## src/rtl/cdb_broadcaster_pkg.sv

```systemverilog
// Shared types and width constants for the common data bus (CDB) broadcaster.
//
// Contents:
//   PKG_PHYS_REG_W, PKG_REG_VAL_W, PKG_ROB_TAG_W : widths taken from the core defines
//   cdb_entry_t : one completed result as buffered and broadcast on a CDB lane
//
// The core normally supplies the width defines. The fallbacks below only apply when
// this package is compiled on its own.
`ifndef PHYSICAL_REG_NUM_WIDTH
`define PHYSICAL_REG_NUM_WIDTH 6
`endif
`ifndef REG_VAL_WIDTH
`define REG_VAL_WIDTH 32
`endif
`ifndef ROB_SIZE_WIDTH
`define ROB_SIZE_WIDTH 5
`endif

package cdb_broadcaster_pkg;

    localparam int PKG_PHYS_REG_W = `PHYSICAL_REG_NUM_WIDTH;
    localparam int PKG_REG_VAL_W  = `REG_VAL_WIDTH;
    localparam int PKG_ROB_TAG_W  = `ROB_SIZE_WIDTH;

    typedef struct packed {
        logic [PKG_PHYS_REG_W-1:0] dst_reg_addr;
        logic [PKG_REG_VAL_W-1:0]  result_val;
        logic [PKG_ROB_TAG_W-1:0]  rob_tag;
        logic                      reg_write;
    } cdb_entry_t;

endpackage

```

## src/rtl/cdb_fu_fifo.sv

```systemverilog
// Per-functional-unit result FIFO feeding the CDB arbiter.
//
// Ports:
//   clk, reset (async, active-high)
//   flush     : synchronous clear of all entries; it overrides push and pop
//   push, din : write one entry (the caller guarantees !full)
//   pop       : drop the head entry (the caller guarantees !empty)
//   dout      : head entry, valid when !empty
//   full, empty, count : occupancy, decided from the registered count only
module cdb_fu_fifo
    import cdb_broadcaster_pkg::*;
#(
    parameter int DEPTH = 2,
    localparam int PTR_W = (DEPTH > 1) ? $clog2(DEPTH) : 1,
    localparam int CNT_W = PTR_W + 1
) (
    input  logic             clk,
    input  logic             reset,
    input  logic             flush,
    input  logic             push,
    input  logic             pop,
    input  cdb_entry_t       din,
    output cdb_entry_t       dout,
    output logic             full,
    output logic             empty,
    output logic [CNT_W-1:0] count
);

    cdb_entry_t       mem_q [DEPTH];
    logic [PTR_W-1:0] wr_ptr_q, wr_ptr_d;
    logic [PTR_W-1:0] rd_ptr_q, rd_ptr_d;
    logic [CNT_W-1:0] count_q, count_d;

    assign full  = (count_q == CNT_W'(DEPTH));
    assign empty = (count_q == '0);
    assign count = count_q;
    assign dout  = mem_q[rd_ptr_q];

    // Pointers wrap naturally because DEPTH is a power of two.
    always_comb begin
        wr_ptr_d = wr_ptr_q;
        rd_ptr_d = rd_ptr_q;
        count_d  = count_q;
        if (flush) begin
            wr_ptr_d = '0;
            rd_ptr_d = '0;
            count_d  = '0;
        end else begin
            if (push) wr_ptr_d = wr_ptr_q + PTR_W'(1);
            if (pop)  rd_ptr_d = rd_ptr_q + PTR_W'(1);
            case ({push, pop})
                2'b10:   count_d = count_q + CNT_W'(1);
                2'b01:   count_d = count_q - CNT_W'(1);
                default: count_d = count_q;
            endcase
        end
    end

    always_ff @(posedge clk or posedge reset) begin
        if (reset) begin
            wr_ptr_q <= '0;
            rd_ptr_q <= '0;
            count_q  <= '0;
        end else begin
            wr_ptr_q <= wr_ptr_d;
            rd_ptr_q <= rd_ptr_d;
            count_q  <= count_d;
        end
    end

    // Storage carries no reset; occupancy is tracked by the pointers and count alone.
    always_ff @(posedge clk) begin
        if (push && !flush) mem_q[wr_ptr_q] <= din;
    end

    a_no_overflow:  assert property (@(posedge clk) disable iff (reset) !(push && full && !flush));
    a_no_underflow: assert property (@(posedge clk) disable iff (reset) !(pop && empty && !flush));

endmodule

```

## src/rtl/cdb_broadcaster.sv

```systemverilog
// Master end of the common data bus. Buffers completed FU results per FU and
// broadcasts up to CDB_LANES of them per cycle, chosen round-robin.
//
// Ports:
//   clk, reset (async, active-high), flush (sync squash)
//   fu_valid / fu_ready           : per-FU result handshake
//   fu_dst_reg_addr, fu_result_val, fu_rob_tag, fu_reg_write : per-FU result fields
//   cdb_valid, cdb_register_addr, cdb_register_val, cdb_rob_tag, cdb_reg_write :
//                                   registered broadcast lanes (zero when a lane is invalid)
//   cdb_ready                     : consumers can take a broadcast; 0 holds the lanes
module cdb_broadcaster
    import cdb_broadcaster_pkg::*;
#(
    parameter int NUM_FU     = 4,
    parameter int CDB_LANES  = 2,
    parameter int FIFO_DEPTH = 2,
    parameter int PHYS_REG_W = PKG_PHYS_REG_W,
    parameter int REG_VAL_W  = PKG_REG_VAL_W,
    parameter int ROB_TAG_W  = PKG_ROB_TAG_W
) (
    input  logic                                 clk,
    input  logic                                 reset,
    input  logic                                 flush,
    input  logic [NUM_FU-1:0]                    fu_valid,
    output logic [NUM_FU-1:0]                    fu_ready,
    input  logic [NUM_FU-1:0][PHYS_REG_W-1:0]    fu_dst_reg_addr,
    input  logic [NUM_FU-1:0][REG_VAL_W-1:0]     fu_result_val,
    input  logic [NUM_FU-1:0][ROB_TAG_W-1:0]     fu_rob_tag,
    input  logic [NUM_FU-1:0]                    fu_reg_write,
    output logic [CDB_LANES-1:0]                 cdb_valid,
    output logic [CDB_LANES-1:0][PHYS_REG_W-1:0] cdb_register_addr,
    output logic [CDB_LANES-1:0][REG_VAL_W-1:0]  cdb_register_val,
    output logic [CDB_LANES-1:0][ROB_TAG_W-1:0]  cdb_rob_tag,
    output logic [CDB_LANES-1:0]                 cdb_reg_write,
    input  logic                                 cdb_ready
);

    localparam int IDX_W = (NUM_FU > 1) ? $clog2(NUM_FU) : 1;
    localparam int PTR_W = (FIFO_DEPTH > 1) ? $clog2(FIFO_DEPTH) : 1;
    localparam int CNT_W = PTR_W + 1;

    typedef struct packed {
        logic [CDB_LANES-1:0]            vld;
        logic [CDB_LANES-1:0][IDX_W-1:0] idx;
        logic [NUM_FU-1:0]               pop;
        logic [IDX_W-1:0]                next_ptr;
    } grant_t;

    // Walk FUs starting at ptr; the j-th non-empty one found takes lane j until lanes
    // run out. The pointer moves just past the last FU granted.
    function automatic grant_t rr_grant(input logic [NUM_FU-1:0] nonempty,
                                        input logic [IDX_W-1:0]  ptr);
        grant_t g;
        int     lane;
        int     fu;
        g          = '0;
        g.next_ptr = ptr;
        lane       = 0;
        for (int s = 0; s < NUM_FU; s++) begin
            fu = (int'(ptr) + s) % NUM_FU;
            if (nonempty[fu] && (lane < CDB_LANES)) begin
                g.vld[lane] = 1'b1;
                g.idx[lane] = IDX_W'(fu);
                g.pop[fu]   = 1'b1;
                g.next_ptr  = IDX_W'((fu + 1) % NUM_FU);
                lane        = lane + 1;
            end
        end
        return g;
    endfunction

    cdb_entry_t                        fu_entry [NUM_FU];
    cdb_entry_t                        head     [NUM_FU];
    logic [NUM_FU-1:0]                 full;
    logic [NUM_FU-1:0]                 empty;
    logic [NUM_FU-1:0]                 push;
    logic [NUM_FU-1:0]                 pop;
    logic [CNT_W-1:0]                  fifo_count [NUM_FU];
    grant_t                            g;

    logic [CDB_LANES-1:0]              vld_q, vld_d;
    cdb_entry_t [CDB_LANES-1:0]        lane_q, lane_d;
    logic [IDX_W-1:0]                  rr_ptr_q, rr_ptr_d;

    for (genvar i = 0; i < NUM_FU; i++) begin : g_fu
        assign fu_entry[i] = '{dst_reg_addr: fu_dst_reg_addr[i],
                               result_val:   fu_result_val[i],
                               rob_tag:      fu_rob_tag[i],
                               reg_write:    fu_reg_write[i]};
        // No pop-through: a full FIFO refuses even while its head is leaving.
        assign fu_ready[i] = !full[i] && !flush && !reset;
        assign push[i]     = fu_valid[i] && fu_ready[i];

        cdb_fu_fifo #(.DEPTH(FIFO_DEPTH)) u_fifo (
            .clk   (clk),
            .reset (reset),
            .flush (flush),
            .push  (push[i]),
            .pop   (pop[i]),
            .din   (fu_entry[i]),
            .dout  (head[i]),
            .full  (full[i]),
            .empty (empty[i]),
            .count (fifo_count[i])
        );

        a_count_range: assert property (@(posedge clk) disable iff (reset)
                                        fifo_count[i] <= CNT_W'(FIFO_DEPTH));
    end

    always_comb begin
        g        = rr_grant(~empty, rr_ptr_q);
        vld_d    = vld_q;
        lane_d   = lane_q;
        rr_ptr_d = rr_ptr_q;
        pop      = '0;
        if (flush) begin
            vld_d    = '0;
            lane_d   = '0;
            rr_ptr_d = '0;
        end else if (cdb_ready) begin
            vld_d    = g.vld;
            rr_ptr_d = g.next_ptr;
            pop      = g.pop;
            for (int k = 0; k < CDB_LANES; k++) begin
                lane_d[k] = g.vld[k] ? head[g.idx[k]] : '0;
            end
        end
    end

    always_ff @(posedge clk or posedge reset) begin
        if (reset) begin
            vld_q    <= '0;
            lane_q   <= '0;
            rr_ptr_q <= '0;
        end else begin
            vld_q    <= vld_d;
            lane_q   <= lane_d;
            rr_ptr_q <= rr_ptr_d;
        end
    end

    always_comb begin
        cdb_valid = vld_q;
        for (int k = 0; k < CDB_LANES; k++) begin
            cdb_register_addr[k] = lane_q[k].dst_reg_addr;
            cdb_register_val[k]  = lane_q[k].result_val;
            cdb_rob_tag[k]       = lane_q[k].rob_tag;
            cdb_reg_write[k]     = lane_q[k].reg_write;
        end
    end

endmodule

```

## config.mk

```make
export PLATFORM = sky130hd
export DESIGN_NAME = cdb_broadcaster
export DESIGN_NICKNAME = d
export VERILOG_FILES = /design/src/rtl/cdb_broadcaster_pkg.sv /design/src/rtl/cdb_fu_fifo.sv /design/src/rtl/cdb_broadcaster.sv
export SDC_FILE = /design/constraint.sdc
export NUM_CORES = 1
export LEC_CHECK = 0
export CORE_ASPECT_RATIO = 2
export CORE_MARGIN = 3
export CORE_UTILIZATION = 54
export DETAILED_ROUTE_END_ITERATION = 8
export PLACE_DENSITY = 0.86
export SYNTH_ARGS = -nofsm -noshare
export SYNTH_HDL_FRONTEND = slang
export SYNTH_HIERARCHICAL = 1
export SYNTH_SLANG_ARGS = --single-unit
```

## constraint.sdc

```tcl
create_clock -name clk -period 7.55 [get_ports clk]
set_input_delay 0.755 -clock clk [delete_from_list [all_inputs] [get_ports clk]]
set_output_delay 0.755 -clock clk [all_outputs]
set_load 0.02 [all_outputs]
```

; ---- Yosys cells after proc, flatten, opt, wreduce, memory -nomap -nowiden
; Memories as Yosys holds them, arrays and structs flattened.
; Cells that the tools add are included.
; Widths: inputs -> output; s select.
[word_totals]
regBits = 108
ramBits = 352
in_bits = 184
output_inout_bits = 94
word_cells = 237
memories = 4
[mem_list]
columns = memory, words, width, rd, rd_clocked_by_memory_dff, write_ports, line
row1 = g_fu[0].u_fifo.mem_q, 2, 44, 1, 0, 1, cdb_fu_fifo.sv:29  ; cdb_entry_t mem_q [DEPTH];
row2 = g_fu[1].u_fifo.mem_q, 2, 44, 1, 0, 1, cdb_fu_fifo.sv:29
row3 = g_fu[2].u_fifo.mem_q, 2, 44, 1, 0, 1, cdb_fu_fifo.sv:29
row4 = g_fu[3].u_fifo.mem_q, 2, 44, 1, 0, 1, cdb_fu_fifo.sv:29
[op_classes]
addsub = 24
magnitude_cmp = 19
eq_ne = 12
muxes = 90
bitwise = 12
n_reduce_logical = 54
[op_table]
columns = cell, count
row1 = $mux 44, 6
row2 = $lt 32x3->1 const B, 6
row3 = $bmux 44 s2, 2
row4 = $mux 88, 2
row5 = $ge 32x1->1 const B, 3
row6 = $add 32x2->32 const B, 2
row7 = $mux 32, 2
row8 = $mux 1, 40
row9 = $mux 12, 3
row10 = $logic_and 1x1->1, 26
row11 = $mux 2, 11
row12 = $reduce_bool 2->1, 9
row13 = $eq 2x2->1 const B, 8
row14 = $pmux 2 s2, 4
row15 = $bwmux 4, 3
row16 = $lt 3x4->1 const B, 3
row17 = $or 4x4->4, 3
row18 = $reduce_bool 3->1, 4
row19 = $add 2x1->2 const B, 5
row20 = $add 2x2->2 const B, 5
row21 = $ge 3x1->1 const B, 3
row22 = $add 1x1->1 const B, 8
row23 = $bmux 1 s2, 4
row24 = $demux 1 s2, 4
row25 = 19 further kinds, 45

; ---- Depth between registers and ports, before layout
[depth]
depth_word = 24
ltp_mapped = 19
depth_no_buf = 14

; ---- Cells and area by module
; The synthesis kept the hierarchy.
[by_module_without_submodules]
columns = module, instances, cells_each, area_per_inst_um2, seq_area_each_um2
row1 = cdb_fu_fifo, 4, 159, 3567.2, 2742.6
row2 = cdb_broadcaster, 1, 1247, 9914.5, 2302.2

; ---- Worst setup path before layout
; OpenSTA, ideal clock, no wires.
[synth_path]
path_type = input port to flip-flop
from = input port flush
to = memory g_fu[0].u_fifo/mem_q[0][0] in the netlist's numbering (enable)
setup_time_ps = 509
arrival_time_ps = 5103
required_ps = 7041
slack_ps = 1938
cell_stages = 4
n_path_buf = 1
path_cell_list = clkbuf_1 > nor3_1 > and2_1 > nor3b_1
[synth_between]
elab_chain_cells = 7
[synth_lines]
columns = item, line
row1 = from (decl), cdb_broadcaster.sv:23  ; input logic flush,
row2 = $logic_not 1->1, cdb_broadcaster.sv:91  ; assign fu_ready[i] = !full[i] && !flush && !reset;
row3 = $logic_and 1x1->1 (2 in series), cdb_broadcaster.sv:91
row4 = via fu_ready[0], cdb_broadcaster.sv:25  ; output logic [NUM_FU-1:0] fu_ready,
row5 = $logic_and 1x1->1, cdb_broadcaster.sv:92  ; assign push[i] = fu_valid[i] && fu_ready[i];
row6 = via push[0], cdb_broadcaster.sv:76  ; logic [NUM_FU-1:0] push;
row7 = $logic_and 1x1->1, cdb_fu_fifo.sv:73  ; if (push && !flush) mem_q[wr_ptr_q] <= din;
row8 = $mux 1, cdb_fu_fifo.sv:73
row9 = $mux 1 (implied by the code), cdb_fu_fifo.sv:73
row10 = to (decl), cdb_fu_fifo.sv:29
; The timed path passes the listed nets, and every way through them passes these cells.

; ---- Final worst setup path
[layout_path]
from = register rr_ptr_q[0]
to = register lane_q, in the netlist cdb_register_val[13]
[layout_between]
elab_chain_cells = 22
elab_cells_between_ends = 64
classes_between = add/sub (5) / order compare (9) / mux (40) / bitwise (4) / reduce/logical (6)
[layout_lines]
columns = item, line
row1 = from (decl), cdb_broadcaster.sv:83  ; logic [IDX_W-1:0] rr_ptr_q, rr_ptr_d;
row2 = from (signal assigned), cdb_broadcaster.sv:139  ; rr_ptr_q <= rr_ptr_d;
row3 = $bmux 1 s2 / $add 2x1->2 (equally long branches), "cdb_broadcaster.sv:61, cdb_broadcaster.sv:60"
row4 = $mux 1 (implied by the code) / $bmux 1 s2 (equally long branches), cdb_broadcaster.sv:61  ; if (nonempty[fu] && (lane < CDB_LANES)) begin
row5 = $mux 1, cdb_broadcaster.sv:61
row6 = $lt 32x3->1 / $mux 1 (equally long branches), "cdb_broadcaster.sv:61, cdb_broadcaster.sv:62, cdb_broadcaster.sv:63"
row7 = $logic_and 1x1->1, cdb_broadcaster.sv:61
row8 = $mux 32, cdb_broadcaster.sv:61
row9 = $lt 32x3->1, "cdb_broadcaster.sv:61, cdb_broadcaster.sv:62, cdb_broadcaster.sv:63"
row10 = $logic_and 1x1->1, cdb_broadcaster.sv:61
row11 = (+5 left out), n/a
row12 = $bwmux 4, cdb_broadcaster.sv:63  ; g.idx[lane] = IDX_W'(fu);
row13 = $mux 12 (*), cdb_broadcaster.sv:61
row14 = $not 2->3 (implied by the code), cdb_broadcaster.sv:126  ; lane_d[k] = g.vld[k] ? head[g.idx[k]] : '0;
row15 = $bmux 44 s2, cdb_broadcaster.sv:126
row16 = $mux 44 (implied by the code) (2 in series), cdb_broadcaster.sv:126
row17 = $mux 44 (*), cdb_broadcaster.sv:126
row18 = $mux 88 (*), cdb_broadcaster.sv:121  ; end else if (cdb_ready) begin
row19 = $mux 88 (*), cdb_broadcaster.sv:117  ; if (flush) begin
row20 = to (signal assigned), cdb_broadcaster.sv:138  ; lane_q <= lane_d;
row21 = to (decl), cdb_broadcaster.sv:82  ; cdb_entry_t [CDB_LANES-1:0] lane_q, lane_d;
; Every way passes the cells marked *; elsewhere a longest branch is shown, timed or not. The select of a mux whose other input is x is not followed.
; A chain may end at the register's enable or synchronous reset.

==> impl_metrics.ini <==
[setup_path]
slowest_delay_ns = 1.03
worst_ep_arrival_time_ns = 6.42
crit_buf_inv = 3
worstSetupEndpointType = register
crit_path_top_delay_cell = o21ai_4
cp-start-kind = register
path_delay_family = adder cells
crit_required_ns = 7.94
cp_common_cell = ha_1
worstSetupPathType = register to register
crit_path_cell_trace = clkinv_1, ha_1, mux2_2, mux2i_4, ha_1, nor2_8, inv_1, fa_1, nand4_1, nand2_1, o21ai_4, buf_4, mux2i_1, o221ai_1
crit_path_max_fanout = 51

[global_routing]
met2_usage = 0.5581
grt_usage = 0.3203
met3_usage = 0.04052
grtUsageMet1 = 0.3257
overflow = 0
antenna_found_initial = 0
grt_pass1_wl_mm = 113.0
grt_pass1_vias = 17780
top_usage_layer = met2
grt_max_degree = 210

[timing]
slew_headroom = 0.09374
finalWorstSetupSlack_ns = 1.523
min_period_ns = 6.027
hold_viol_final = 0
drv_slew = 0
period_share = 0.7983
fin_tns_setup_ns = 0
fmax_mhz = 165.9
skew_ns = 0.02736
setup_viol = 0
rsz0062_at_grt = no
worst_pin_slew_ns = 1.354

[yosys]
synth_most_common_cell = edfxtp_1
yosysWarnings = 6
synth.avg_cell_area_sq_um = 12.84
yosysSeqAreaShare = 0.5488
synthArstFlopShare = 0.2348
synthCells = 1883
synthTopCellsByCount = edfxtp_1 (352), mux2_4 (156), nand2_1 (144), mux2i_1 (139), dfrtp_1 (108)
syn_nets = 2080
yosysTopAreaCellShare = 0.4371
yosysTopAreaCell = edfxtp_1
yosys-top-cells-area = edfxtp_1 (44%), dfrtp_1 (11%), mux2_4 (9.7%), mux2i_1 (5.8%), o211ai_1 (2.8%)
synth_cell_types = 65
syn_area_sq_um = 24180
ys.flop_type = edfxtp_1
synth_edf_count = 352
synth_seq_cells = 460

[route]
drc = 0
drtAntennaViolNets = 0
first_iter_violations = 2062
wl_mm = 77.60
dr.pass1.iters = 6
wl_per_cell_um = 29.09
num_vias = 17580
vias_per_cell = 6.591

[clock_network]
clockBufferDepth = 3
cts_sinks = 460
cts_resized = 0
path_clk_slew_ns = 0.07
clk_latency_ns = 0.56
cts-root-buf = clkbuf_16
ctsHtreeMaxLevel = 2
cts_tree = yes
hold_buffers = 0
numCtsBuffers = 41
postCtsSetupRepairBufs = 0

[floorplanning]
die_h_um = 305.3
rows = 109
start_util = 0.5473
ioPinCount = 278
core_sq_um = 44190
die-area_sq_um = 47510
fp.dieW_um = 155.6

[run_status]
status = finished, final reports clean

[cells_and_area]
n_fill_cell = 3294
layout-drive-gt1-share = 0.1459
layout.cells.non_filler = 2667
final_nets = 2276
syn2layout_area_growth_pct = 18.41
multi_input_comb_area_sq_um = 9960
seq_area_sq_um = 13280

[placed_design]
portBuffers = 277
gp_congestion = 0.9756
dp_hpwl_mm = 54.24
dp_cells = 2591
place_ws_ns = 1.651

[pwr]
p_comb_frac = 0.441
p_seq_frac = 0.325
power_density_nw_per_um2 = 327.1
p_switching_mw = 3.580
peakVddDrop_mv = 0.2838
power.leakage_nw = 10.26
swShare = 0.3823
p_clk_frac = 0.235
internal_power_mw = 5.786

[hold_path]
min-delay-path-class = register to register

[run]
cap_violations = 0
==> cells in the final DEF, fill, tap and decap left out, types with 12 or more instances in the layout <==
| cell | Yosys | routed |
|---|---|---|
| edfxtp_1 | 352 | 352 |
| o21ai_0 | 50 | 50 |
| mux2_4 | 156 | 156 |
| a31oi_1 | 44 | 43 |
| nand2_1 | 144 | 144 |
| mux2_1 | 20 | 20 |
| dfrtp_1 | 108 | 103 |
| nor2_1 | 70 | 69 |
| inv_1 | 52 | 51 |
| o221ai_1 | 44 | 44 |
| o2bb2ai_1 | 45 | 45 |
| a2bb2oi_1 | 43 | 43 |
| mux2i_1 | 139 | 139 |
| ha_1 | 12 | 12 |
| clkbuf_16 | 0 | 41 |
| clkdlybuf4s50_1 | 0 | 277 |
| nor4_1 | 46 | 46 |
| buf_4 | 2 | 35 |
| a22o_1 | 45 | 45 |
| a21oi_1 | 53 | 52 |
| o211ai_1 | 89 | 89 |
| nor2b_1 | 56 | 54 |
| a22oi_1 | 43 | 43 |
==> stage by stage <==
stage	util	power, mW	area (sq um)	hold slack, ns
global placement	0.6165	7.035	27240	0.4702
detailed placement	0.6165	7.117	27240	0.4741
floorplan	-	5.906	24180	0.5211
finish	0.6480	9.366	28640	0.4927
global route	0.6480	9.693	28630	0.5134
CTS	0.6480	9.312	28630	0.4977
==> metal layers <==
metal  routed length [um]  vias to the layer above
met2                39830                     1045
met5                    0                        -
met4                 9101                        0
li1                     -                     7639
met3                 5028                      296
met1                23640                     8597
==> cells by family (layout without fill, tap and decap cells) <==
| group | count (synthesis) | count (layout) | share of synthesized area |
|---|---|---|---|
| flops | 460 | 460 | 0.5488 |
| fa+ha+maj | 13 | 13 | 0.007036 |
| buf+inv | 217 | 445 | 0.04434 |
| other cells | 0 | 1 | 0 |
| compound gates | 482 | 482 | 0.1487 |
| xor+xnor | 12 | 12 | 0.004346 |
| simple gates | 377 | 377 | 0.07838 |
| mux | 322 | 322 | 0.1684 |
==> power groups by stage <==
stage / clock [mW] / sequential (mW) / combinational, mW
floorplan: 0 / 3.14 / 2.77
global placement: 0 / 3.08 / 3.95
detailed placement: 0 / 3.08 / 4.03
CTS: 2.22 / 3.03 / 4.05
global route: 2.31 / 3.05 / 4.33
finish: 2.20 / 3.04 / 4.13
==> state kept, by name (all words and copies together), names as in the netlist <==
signal / cells
g_fu.u_fifo/count: 8
cdb_register_val: 64
rr_ptr_q: 2
cdb_valid: 2
g_fu.u_fifo/rd_ptr_q: 4
g_fu.u_fifo/wr_ptr_q: 4
g_fu.u_fifo/mem_q: 352
cdb_reg_write: 2
cdb_register_addr: 12
cdb_rob_tag: 10
==> layout make-up <==
type / count / area share
flip-flops and latches: 460 / 0.4638
diodes: 1 / 0.00008739
well taps: 555 / 0.02425
clock buffers: 49 / 0.03828
inverters: 55 / 0.007297
clock inverters: 26 / 0.01036
multi-input cells: 1206 / 0.3478
repair buffers: 315 / 0.1081
==> worst min-delay path: stages (launching register included) <==
cell and delay (ns):
dfrtp_1 0.34, nand2_1 0.06, o221ai_1 0.06
==> path summary, 6_finish.rpt <==
| path | start | end | slack (ns) | depth (start not counted) |
|---|---|---|---|---|
| worst max-delay path | rr_ptr_q[0] | cdb_register_val[13] | 1.52 | 14 |
| worst min-delay path | cdb_register_addr[5] | cdb_register_addr[5] | 0.49 | 2 |
| worst max register to register | rr_ptr_q[0] | cdb_register_val[13] | 1.52 | 14 |
| worst min register to register | cdb_register_addr[5] | cdb_register_addr[5] | 0.49 | 2 |
| max in group asynchronous | reset | rr_ptr_q[0] | 5.24 | 3 |
| min in group asynchronous | reset | g_fu[2].u_fifo/wr_ptr_q | 0.84 | 2 |
No activity file was read; power rests on OpenSTA's default activity.
==> edit, RTL diff (same settings) <==
The macro `ROB_SIZE_WIDTH` goes from 5 to 4.
--- a/src/rtl/cdb_broadcaster_pkg.sv
+++ b/src/rtl/cdb_broadcaster_pkg.sv
@@ -13,7 +13,7 @@
 `define REG_VAL_WIDTH 32
 `endif
 `ifndef ROB_SIZE_WIDTH
-`define ROB_SIZE_WIDTH 5
+`define ROB_SIZE_WIDTH 4
 `endif
 
 package cdb_broadcaster_pkg;
Ports: changed (resized cdb_rob_tag and fu_rob_tag); port bits go from 278 to 272. No check against the original RTL was run, so the function may have changed too.
==> edit against the original RTL <==
  * The run now ends with DRC left
  * Critical endpoint is now cdb_register_val[44]
  * Sequential cell count down 10
  * First-iteration DRC count down 9.7%
  * Area after synthesis down 9.5%
  * Wire length down 9.9%
  * Worst setup slack worse by 230 ps
  * Critical path depth up 2
  * Final area down 8.8%
  * Clock skew down 3.0 ps
  * Clock power down 8%
  * Total power down 7.7%
  * Critical path type unchanged
==> edit: results (changes against the original RTL) <==
| Metric | Value |
|---|---|
| Slew @ Worst Pin | `1260 ps (was 1350 ps)` |
| I/O Buffers | `271 (was 277)` |
| P_leak | `9.80 nW (was 10.3 nW)` |
| Crit-path max FO | `46 (was 51)` |
| Number of DRC violations after detailed routing | `10 (was 0)` |
| Failing checks | `DRC` |
| Max FFs per register | `344 (was 352)` |
| Number of nets in the finished design | `1,964 (was 2,276)` |
| First-pass GRT wire length | `101 mm (was 113 mm)` |
| Worst-path cell with the longest stage delay | `sky130_fd_sc_hd__dfrtp_1 (was sky130_fd_sc_hd__o21ai_4)` |
| Total number of vias | `15.3k (was 17.6k)` |
| Peak supply drop | `418 uV (was 284 uV)` |
| Endpoint arrival time on the critical path | `6650 ps (was 6420 ps)` |
| Detailed-route wire length per cell | `30.0 um (was 29.1 um)` |
| Post-detail-place hpwl | `47.6 mm (was 54.2 mm)` |
| List of most frequent post-synthesis cells | `sky130_fd_sc_hd__edfxtp_1, sky130_fd_sc_hd__mux2_4, sky130_fd_sc_hd__mux2i_1, sky130_fd_sc_hd__nand2_1, sky130_fd_sc_hd__dfrtp_1 (was sky130_fd_sc_hd__edfxtp_1, sky130_fd_sc_hd__mux2_4, sky130_fd_sc_hd__nand2_1, sky130_fd_sc_hd__mux2i_1, sky130_fd_sc_hd__dfrtp_1)` |
| Ranking of synthesized cells by area | `sky130_fd_sc_hd__edfxtp_1, sky130_fd_sc_hd__dfrtp_1, sky130_fd_sc_hd__mux2_4 (unchanged)` |
| Global routing usage summed across all routing layers | `0.318 (was 0.320)` |
| Placement-stage worst setup slack | `1530 ps (was 1650 ps)` |
| Startpoint of the tightest hold check path | `cdb_valid[0] (was cdb_register_addr[5])` |
| Source of the worst register-to-register timing path | `rr_ptr_q[1] (was rr_ptr_q[0])` |
| Proportion of netlist area held by the largest area contributor | `0.472 (was 0.437)` |
| Fraction of the mapped netlist area in adder cells | `0.00778 (was 0.00704)` |
| Run status | `complete, but fails checks (was complete, no violations)` |
| Antenna fix cells | `0 (was 1)` |
| Number of enable flip-flop cells after synthesis | `344 (was 352)` |
| Fraction of final layout cells with drive strength greater than 1 | `0.159 (was 0.146)` |
| Largest net degree at the start of global routing | `96 (was 210)` |
| Post-synthesis cell type count | `60 (was 65)` |
| Multiplexer share of the synthesized area | `0.184 (was 0.168)` |
| Compound-cell area share of the yosys netlist | `0.117 (was 0.149)` |
| Via count of the first global-routing pass | `15.7k (was 17.8k)` |
| Sequential share of the synthesized area | `0.593 (was 0.549)` |
| Net count after synthesis | `1,747 (was 2,080)` |
| Initial DRC count | `1,863 (was 2,062)` |
| Post-Synth XOR/XNOR Area | `0.00480 (was 0.00435)` |
| Share of flip-flops with an asynchronous set or reset after synthesis | `0.236 (was 0.235)` |
| Length of the first detailed-routing pass in iterations | `9 (was 6)` |
| Number of buffers created by CTS | `39 (was 41)` |
| CP peak stage delay | `790 ps (was 1030 ps)` |
| Fill cell instance count of the final layout | `2,877 (was 3,294)` |
| Layout Skew | `24.4 ps (was 27.4 ps)` |
==> edit: area by class of cell <==
class / count / area share
flip-flops and latches: 450 / 0.497
clock buffers: 53 / 0.0421
clock inverters: 19 / 0.00704
repair buffers: 299 / 0.112
multi-input cells: 927 / 0.308
inverters: 54 / 0.00781
well taps: 525 / 0.0251
==> edit: path summary, 6_finish.rpt <==
check	to	slack [ps]	cells past startpoint
worst max-delay path	cdb_register_val[44]	1290	16
worst min-delay path	cdb_valid[0]	500	1
worst max register to register	cdb_register_val[44]	1290	16
worst min register to register	cdb_valid[0]	500	1
max in group asynchronous	rr_ptr_q[0]	5320	3
min in group asynchronous	g_fu[2].u_fifo/count[0]	820	2
==> edit: cell families (layout without fill, tap and decap cells) <==
logic type | after synthesis | in the layout
AND/OR/NAND/NOR | 234 | 234
multiplexers | 319 | 319
XOR/XNOR | 12 | 12
buffers and inverters | 177 | 425
flip-flops | 450 | 450
adder cells (fa/ha/maj) | 13 | 13
AO/OA/AOI/OAI | 349 | 349
==> edit: worst max-delay path, delay by kind of cell (launching register included) <==
kind	cells	cell delay (ps)
AO/OA/AOI/OAI	3	660
multiplexers	2	580
flip-flops	1	790
adder cells (fa/ha/maj)	3	1490
AND/OR/NAND/NOR	3	730
buffers and inverters	5	1790
==> edit: per-stage QoR <==
step	hold slack, ps	instances	cell area (sq um)	total power, mW	utilization
floorplan	521	1554	21900	5.49	-
detailed placement	476	2255	24800	6.53	0.626
global route	513	2327	26100	8.89	0.658
global placement	474	2255	24800	6.47	0.626
CTS	490	2327	26100	8.55	0.658
finish	498	2327	26100	8.65	0.658
==> edit: metal layers <==
layer / global-route usage / vias up / part of all wire
li1: - / 6449 / -
met1: 0.319 / 7432 / 0.30
met2: 0.572 / 1081 / 0.53
met3: 0.0507 / 316 / 0.074
met4: 0.251 / 0 / 0.10
met5: 0 / - / 0
==> edit: where the power goes <==
part | switching (mW) | internal, mW | leakage, nW
registers | 0.136 | 2.82 | 4.55
logic | 2.20 | 1.46 | 4.62
clock network | 0.920 | 1.11 | 0.623
total | 3.26 | 5.39 | 9.80
